--- src/rtl/int_to_int_wb.sv ---
// Writeback collector behind the INT-to-INT converter: stages beats, merges 16b low/high halves
// (when INTTOINT_WB_MERGE_EN is defined) and queues writes for the register file.
//
// state    | meaning
// ST_EMPTY | stage register holds nothing
// ST_HOLD  | stage holds a non-candidate beat, pushed next cycle
// ST_WAIT  | stage holds a 16b low half waiting for its high-half partner
module int_to_int_wb #(
    parameter int DEPTH   = 4,
    parameter int TIMEOUT = 8
) (
    input  logic                     clk,
    input  logic                     rst,
    input  logic [127:0]             dr_inttoint_d_in,
    input  logic [6:0]               cru_inttoint_in,
    input  logic [4:0]               smc_id_in,
    input  logic                     wb_rdy,
    output logic                     wb_vld,
    output logic [127:0]             wb_data,
    output logic [15:0]              wb_mask,
    output logic [4:0]               wb_id,
    output logic [$clog2(DEPTH):0]   fifo_cnt,
    output logic                     ovf_err
);

    localparam int AW = $clog2(DEPTH);

    typedef enum logic [1:0] {ST_EMPTY, ST_HOLD, ST_WAIT} state_t;

    state_t         state, state_nxt;
    logic [127:0]   s_data;
    logic [15:0]    s_mask;
    logic [4:0]     s_id;

    logic           beat, prec, pos, beat_cand;
    logic [3:0]     lane_mask;
    logic [15:0]    beat_mask;
    logic           load, push;
    logic [127:0]   push_data;
    logic [15:0]    push_mask;
    logic [4:0]     push_id;

    logic [127:0]   mem_data [DEPTH];
    logic [15:0]    mem_mask [DEPTH];
    logic [4:0]     mem_id   [DEPTH];
    logic [AW-1:0]  head, tail;
    logic [AW:0]    cnt;
    logic           full, pop, wr, drop;

    logic           unused_cru;
    assign unused_cru = ^{cru_inttoint_in[5], cru_inttoint_in[3:1]};

    assign beat      = cru_inttoint_in[6];
    assign prec      = cru_inttoint_in[4];
    assign pos       = cru_inttoint_in[0];
    assign lane_mask = prec ? 4'hF : (pos ? 4'hC : 4'h3);
    assign beat_mask = {4{lane_mask}};

`ifdef INTTOINT_WB_MERGE_EN
    localparam int IW = $clog2(TIMEOUT + 1);

    logic [IW-1:0]  idle_cnt;
    logic           idle_inc;
    logic           beat_match;
    logic [127:0]   merged;

    assign beat_cand  = beat & ~prec & ~pos;
    assign beat_match = beat & ~prec & pos & (smc_id_in == s_id);

    // Upper 16 bits of every lane from the high-half beat, lower 16 from the stage.
    always_comb begin
        merged = '0;
        for (int i = 0; i < 4; i++) begin
            merged[32*i +: 32] = {dr_inttoint_d_in[32*i+16 +: 16], s_data[32*i +: 16]};
        end
    end

    always_ff @(posedge clk) begin
        if (rst || !idle_inc) idle_cnt <= '0;
        else                  idle_cnt <= idle_cnt + 1'b1;
    end
`else
    logic           unused_timeout;
    assign unused_timeout = (TIMEOUT != 0);
    assign beat_cand      = 1'b0;
`endif

    always_comb begin
        state_nxt = state;
        load      = 1'b0;
        push      = 1'b0;
        push_data = s_data;
        push_mask = s_mask;
        push_id   = s_id;
`ifdef INTTOINT_WB_MERGE_EN
        idle_inc  = 1'b0;
`endif
        case (state)
            ST_EMPTY: begin
                if (beat) begin
                    load      = 1'b1;
                    state_nxt = beat_cand ? ST_WAIT : ST_HOLD;
                end
            end
            ST_HOLD: begin
                push = 1'b1;
                if (beat) begin
                    load      = 1'b1;
                    state_nxt = beat_cand ? ST_WAIT : ST_HOLD;
                end else begin
                    state_nxt = ST_EMPTY;
                end
            end
`ifdef INTTOINT_WB_MERGE_EN
            ST_WAIT: begin
                if (beat_match) begin
                    push      = 1'b1;
                    push_data = merged;
                    push_mask = 16'hFFFF;
                    state_nxt = ST_EMPTY;
                end else if (beat) begin
                    push      = 1'b1;
                    load      = 1'b1;
                    state_nxt = beat_cand ? ST_WAIT : ST_HOLD;
                end else if (idle_cnt == IW'(TIMEOUT - 1)) begin
                    push      = 1'b1;
                    state_nxt = ST_EMPTY;
                end else begin
                    idle_inc  = 1'b1;
                end
            end
`endif
            default: state_nxt = ST_EMPTY;
        endcase
    end

    always_ff @(posedge clk) begin
        if (rst) begin
            state  <= ST_EMPTY;
            s_data <= '0;
            s_mask <= '0;
            s_id   <= '0;
        end else begin
            state <= state_nxt;
            if (load) begin
                s_data <= dr_inttoint_d_in;
                s_mask <= beat_mask;
                s_id   <= smc_id_in;
            end
        end
    end

    // The converter cannot stall, so a push into a full FIFO without a pop is dropped.
    assign full = (cnt == (AW+1)'(DEPTH));
    assign pop  = (cnt != '0) && wb_rdy;
    assign wr   = push && (!full || pop);
    assign drop = push && full && !pop;

    always_ff @(posedge clk) begin
        if (rst) begin
            head    <= '0;
            tail    <= '0;
            cnt     <= '0;
            ovf_err <= 1'b0;
            for (int i = 0; i < DEPTH; i++) begin
                mem_data[i] <= '0;
                mem_mask[i] <= '0;
                mem_id[i]   <= '0;
            end
        end else begin
            if (wr) begin
                mem_data[tail] <= push_data;
                mem_mask[tail] <= push_mask;
                mem_id[tail]   <= push_id;
                tail           <= tail + 1'b1;
            end
            if (pop) head <= head + 1'b1;
            if (wr && !pop)      cnt <= cnt + 1'b1;
            else if (!wr && pop) cnt <= cnt - 1'b1;
            if (drop) ovf_err <= 1'b1;
        end
    end

    assign wb_vld   = (cnt != '0);
    assign wb_data  = mem_data[head];
    assign wb_mask  = mem_mask[head];
    assign wb_id    = mem_id[head];
    assign fifo_cnt = cnt;

endmodule

--- config.mk ---
export PLATFORM = sky130hd
export DESIGN_NAME = int_to_int_wb
export DESIGN_NICKNAME = d
export VERILOG_FILES = /design/src/rtl/int_to_int_wb.sv
export SDC_FILE = /design/constraint.sdc
export NUM_CORES = 1
export LEC_CHECK = 0
export CAP_MARGIN = 0
export CORE_ASPECT_RATIO = 1.4
export CORE_MARGIN = 1
export CORE_UTILIZATION = 45
export DETAILED_ROUTE_END_ITERATION = 8
export HOLD_SLACK_MARGIN = 0.12
export PLACE_DENSITY = 0.64
export SETUP_SLACK_MARGIN = 0.02
export SLEW_MARGIN = 40
export SYNTH_ARGS = -nofsm -noshare
export SYNTH_HDL_FRONTEND = slang
export SYNTH_SLANG_ARGS = --single-unit
--- constraint.sdc ---
create_clock -name clk -period 8.25 [get_ports clk]
set_input_delay 1.65 -clock clk [delete_from_list [all_inputs] [get_ports clk]]
set_output_delay 1.65 -clock clk [all_outputs]
set_load 0.005 [all_outputs]
**Yosys cells after proc, flatten, opt, wreduce, memory -nomap -nowiden**

Memories as Yosys holds them, arrays and structs flattened. A register that Yosys moved wholly into a read port is not among the register bits.
Index checks and enable logic that the tools add are counted.

- Memory bits (writable): 596
- Output and inout bits: 154
- Flip-flop bits (word level): 159
- Memories kept: 3
- Logic and storage cells: 65

- Equal/unequal tests: 3
- $add $sub $neg: 4
- Reduce and logical (&&, ||, !) cells: 17
- Multiplexer cells: 30

Memory list:

| memory | words | width | read ports | clocked after Yosys merged registers in | wr ports | RTL line | source |
|---|---|---|---|---|---|---|---|
| mem_data | 4 | 128 | 1 | 1 | 4 | 43 | `logic [127:0] mem_data [DEPTH];` |
| mem_mask | 4 | 16 | 1 | 1 | 4 | 44 | `logic [15:0] mem_mask [DEPTH];` |
| mem_id | 4 | 5 | 1 | 1 | 4 | 45 | `logic [4:0] mem_id [DEPTH];` |

Operators by type and width:

| cell | count |
|---|---|
| $mux 128 | 1 |
| $reduce_or 128->1 | 1 |
| $mux 2 | 10 |
| $mux 16 | 1 |
| $reduce_or 16->1 | 1 |
| $mux 1 | 12 |
| $mux 4 | 2 |
| $logic_and 1x1->1 | 6 |
| $mux 3 | 2 |
| $mux 5 | 1 |
| $reduce_or 5->1 | 1 |
| $add 2x1->2 const B | 2 |
| $pmux 2 s2 | 1 |
| $add 3x1->3 const B | 1 |
| $eq 3x3->1 const B | 1 |
| $logic_not 1->1 | 3 |
| $reduce_bool 3->1 | 1 |
| $sub 3x1->3 const B | 1 |
| $eq 2x1->1 const B | 1 |
| $logic_not 2->1 | 1 |
| $ne 2x2->1 const B | 1 |
| $reduce_bool 2->1 | 1 |
| $reduce_or 2->1 | 1 |
| $logic_or 1x1->1 | 1 |

**Depth between registers and ports, before layout**

- Word-level depth: 9
- Gate-level depth with buffers: 9

**Worst setup path after synthesis**

OpenSTA, ideal clock, no wires.

- Path kind: in2reg
- Start: in rst
- End: mem mem_data[0][0] (enable)
- Cell stages on the path: 6
- Data required time: 7.746 ns
- Buffers on the path: 3
- Library setup time: 0.504 ns
- Data arrival time: 5.336 ns
- Slack: 2.410 ns
- Path through: clkbuf_1 -> nor2_1 -> and4_1 -> buf_6 -> buf_6 -> or2_1

RTL lines:

| what | RTL line | source |
|---|---|---|
| from (decl) | 13 | `input logic rst,` |
| to (decl) | 43 |  |

==> flow_summary.ini <==
[status]
status = finished, final reports clean

[power]
power_mw = 8.76
pwr-share-comb_pct = 20.5
switching_power_mw = 2.17
cell_internal_pwr_mw = 6.59
ir_drop_v = 0.000198
leakage_nw = 12.6
pwr-share-seq_pct = 46.0
swShare_pct = 24.8
powerDensity_mw_per_mm2 = 256
p_clk_share_pct = 33.5

[drt]
viasPerCell = 5.26
antenna_left = 0
first_pass_iters = 5
drc = 0
wl_per_cell_um = 22.5
drtIter0Drc = 1048
wirelength_um = 66500
num_vias = 15500

[synth]
netlist_instances = 1812
async_flop_share_pct = 0
yosys.area.top_type_share_pct = 57.0
avgSynthCellArea_um2 = 15.7
ys_ff_latch = 686
yosys_warnings = 0
yosysUniqueCellTypes = 35
synth_area_mm2 = 0.0284
synth.top_cells.by_count = 541 x and2_1, 540 x edfxtp_1, 146 x dfxtp_1
yosys.area.top_type = edfxtp_1
ys_seq_area_share_pct = 67.3
ys.flop_type = edfxtp_1
synth_nets = 1957
synth.most_common_cell = and2_1
synth_edf_count = 540
synthTopCellsByArea = edfxtp_1 57%, and2_1 12%, mux4_2 11%

[floorplanning]
start_util_pct = 45.7
core_mm2 = 0.0623
die_height_um = 299
die_w_um = 214
dieArea_mm2 = 0.0642
row_count = 108
io_pins = 297

[global_routing]
track_usage_pct = 21.0
grt_max_degree = 98
grt_pass1_vias = 16400
grt_first_pass_wirelength_um = 100000
antenna_found_initial = 4
overflow = 0

[setup_path]
worst_path_max_delay_cell = dfxtp_4
critPathArrivalTime_ns = 3.00
max_stage_delay_ns = 0.53
crit_type = reg -> out
critPathLaunchType = flop
reg2reg_depth = 4
crit_fanout = 33
endpoint_kind = primary output
crit_buf_inv = 4
cp_top_family = buffers and inverters
path_depth = 5
r2r-start = fifo_cnt[0]
r2r_end = mem_data[0][110]
endpoint = wb_mask[3]
worstPathRequired_ns = 6.60
path_common_cell = buf_12
r2r_slack_ns = 4.88
cp_cell_sequence = buf_12 -> buf_4 -> buf_12 -> mux4_2 -> clkdlybuf4s50_1

[min_path]
min_path_type = reg -> reg

[cts]
cts_hold_buf = 0
cts_tree = done
numCtsBuffers = 68
clkSlewWorstSetupHoldPaths_ns = 0.06
cts.path.max_buffers = 3
cts_resized = 0
cts_sinks = 686
htreeDepth = 3
clockRootBuffer = clkbuf_16
cts_setup_buffers = 0
insertion_delay_ns = 0.60

[timing]
timing_hold_violations_final = 0
tightest_slew_ns = 0.942
slew_headroom_pct = 37.2
finalCriticalPeriod_ns = 4.65
fin_crit_sh_pct = 56.3
finalSetupTns_ns = 0
rsz0062_at_grt = no
drv_slew = 0
max_freq_mhz = 215
report.final.setup_viol = 0
skew_ns = 0.0217

[final_layout]
antenna_cells = 0
multiInputGateArea_mm2 = 0.00861
fillCellCount = 5019
layout-drive-gt1-share_pct = 12.7
final_area_mm2 = 0.0342
seqCellArea_mm2 = 0.0191
syn2layout_area_growth_pct = 20.3
num-nets-final = 2213

[flow_run]
drv_cap = 0

[placement]
place.port_buffers = 292
placed_area_mm2 = 0.0321
post-dp-hpwl_um = 36700
gp_congestion = 0.717
[cell type report]
class | instances | area share, %
sequential | 686 | 55.9
timing repair buffer | 323 | 9.74
tap | 825 | 3.02
clock inverter | 23 | 0.479
multi-input combinational | 985 | 25.2
inverter | 4 | 0.0439
clock buffer | 102 | 5.62
[stage by stage]
stage / hold slack, ns / setup WS, ns / utilization [%] / instances
final: 0.539 / 3.60 / 54.9 / 2948
after global routing: 0.562 / 3.46 / 54.9 / 2948
after CTS: 0.528 / 3.51 / 54.9 / 2947
after detailed placement: 0.519 / 3.36 / 51.6 / 2822
after global placement: 0.503 / 3.01 / 51.2 / 2813
after floorplan: 0.460 / 2.41 / - / 1812
[metal layers]
metal | GRT usage [%] | part of all wire [%] | vias to the layer above
li1 | - | - | 7043
met1 | 26.6 | 41 | 7916
met2 | 36.1 | 50 | 454
met3 | 4.96 | 6.6 | 81
met4 | 5.53 | 1.9 | 8
met5 | 0 | 0.086 | -
[worst min path at each step]
stage	from	endpoint	slack [ns]	cells after the start
6_report	push_data[41]	push_data[41]	0.54	2
5_1_grt	push_data[71]	push_data[71]	0.56	2
4_1_cts	push_mask[14]	push_mask[14]	0.53	2
3_5_place_dp	push_mask[14]	push_mask[14]	0.52	2
3_3_place_gp	head[1]	flop	0.50	2
2_1_floorplan	ovf_err	ovf_err	0.46	2
[state kept, by name, summed over array words and instances (netlist names), named ones only]
name / count
ovf_err: 1
mem_data: 512
state: 1
mem_id: 20
fifo_cnt: 3
mem_mask: 8
tail: 2
push_mask: 2
push_id: 5
head: 2
push_data: 128
[power groups by stage]
stage	Combinational (mW)	Clock (mW)	Sequential, mW
2_1_floorplan	0.964	0	4.06
5_1_grt	1.92	3.12	4.06
4_1_cts	1.84	3.00	4.03
3_5_place_dp	1.83	0	4.11
3_3_place_gp	1.79	0	4.11
6_report	1.79	2.94	4.03
[worst min-delay path: stages (launching register included)]
cell and delay [ns]:
dfxtp_1 0.35, mux2i_1 0.08, nor2_1 0.07
[placed cells by master, fill, tap and decap left out, drive strengths merged, types with 3 or more instances in the layout]
| master | n |
|---|---|
| clkinv | 16 |
| nor2 | 143 |
| clkbuf | 103 |
| dfxtp | 146 |
| a21oi | 3 |
| edfxtp | 540 |
| inv | 8 |
| buf | 32 |
| clkdlybuf4s50 | 290 |
| xor2 | 4 |
| mux4 | 135 |
| mux2i | 134 |
| a31o | 3 |
| and2 | 541 |
[kinds of logic (layout without fill, tap and decap cells)]
family | Yosys count | after routing | share of synthesized area [%]
AO/OA/AOI/OAI | 13 | 13 | 0.339
XOR/XNOR | 4 | 4 | 0.123
adder cells (fa/ha/maj) | 2 | 2 | 0.114
buffers and inverters | 141 | 452 | 2.60
flip-flops | 686 | 686 | 67.3
multiplexers | 269 | 269 | 15.4
AND/OR/NAND/NOR | 697 | 697 | 14.1
Power figures use the tool's default switching activity.
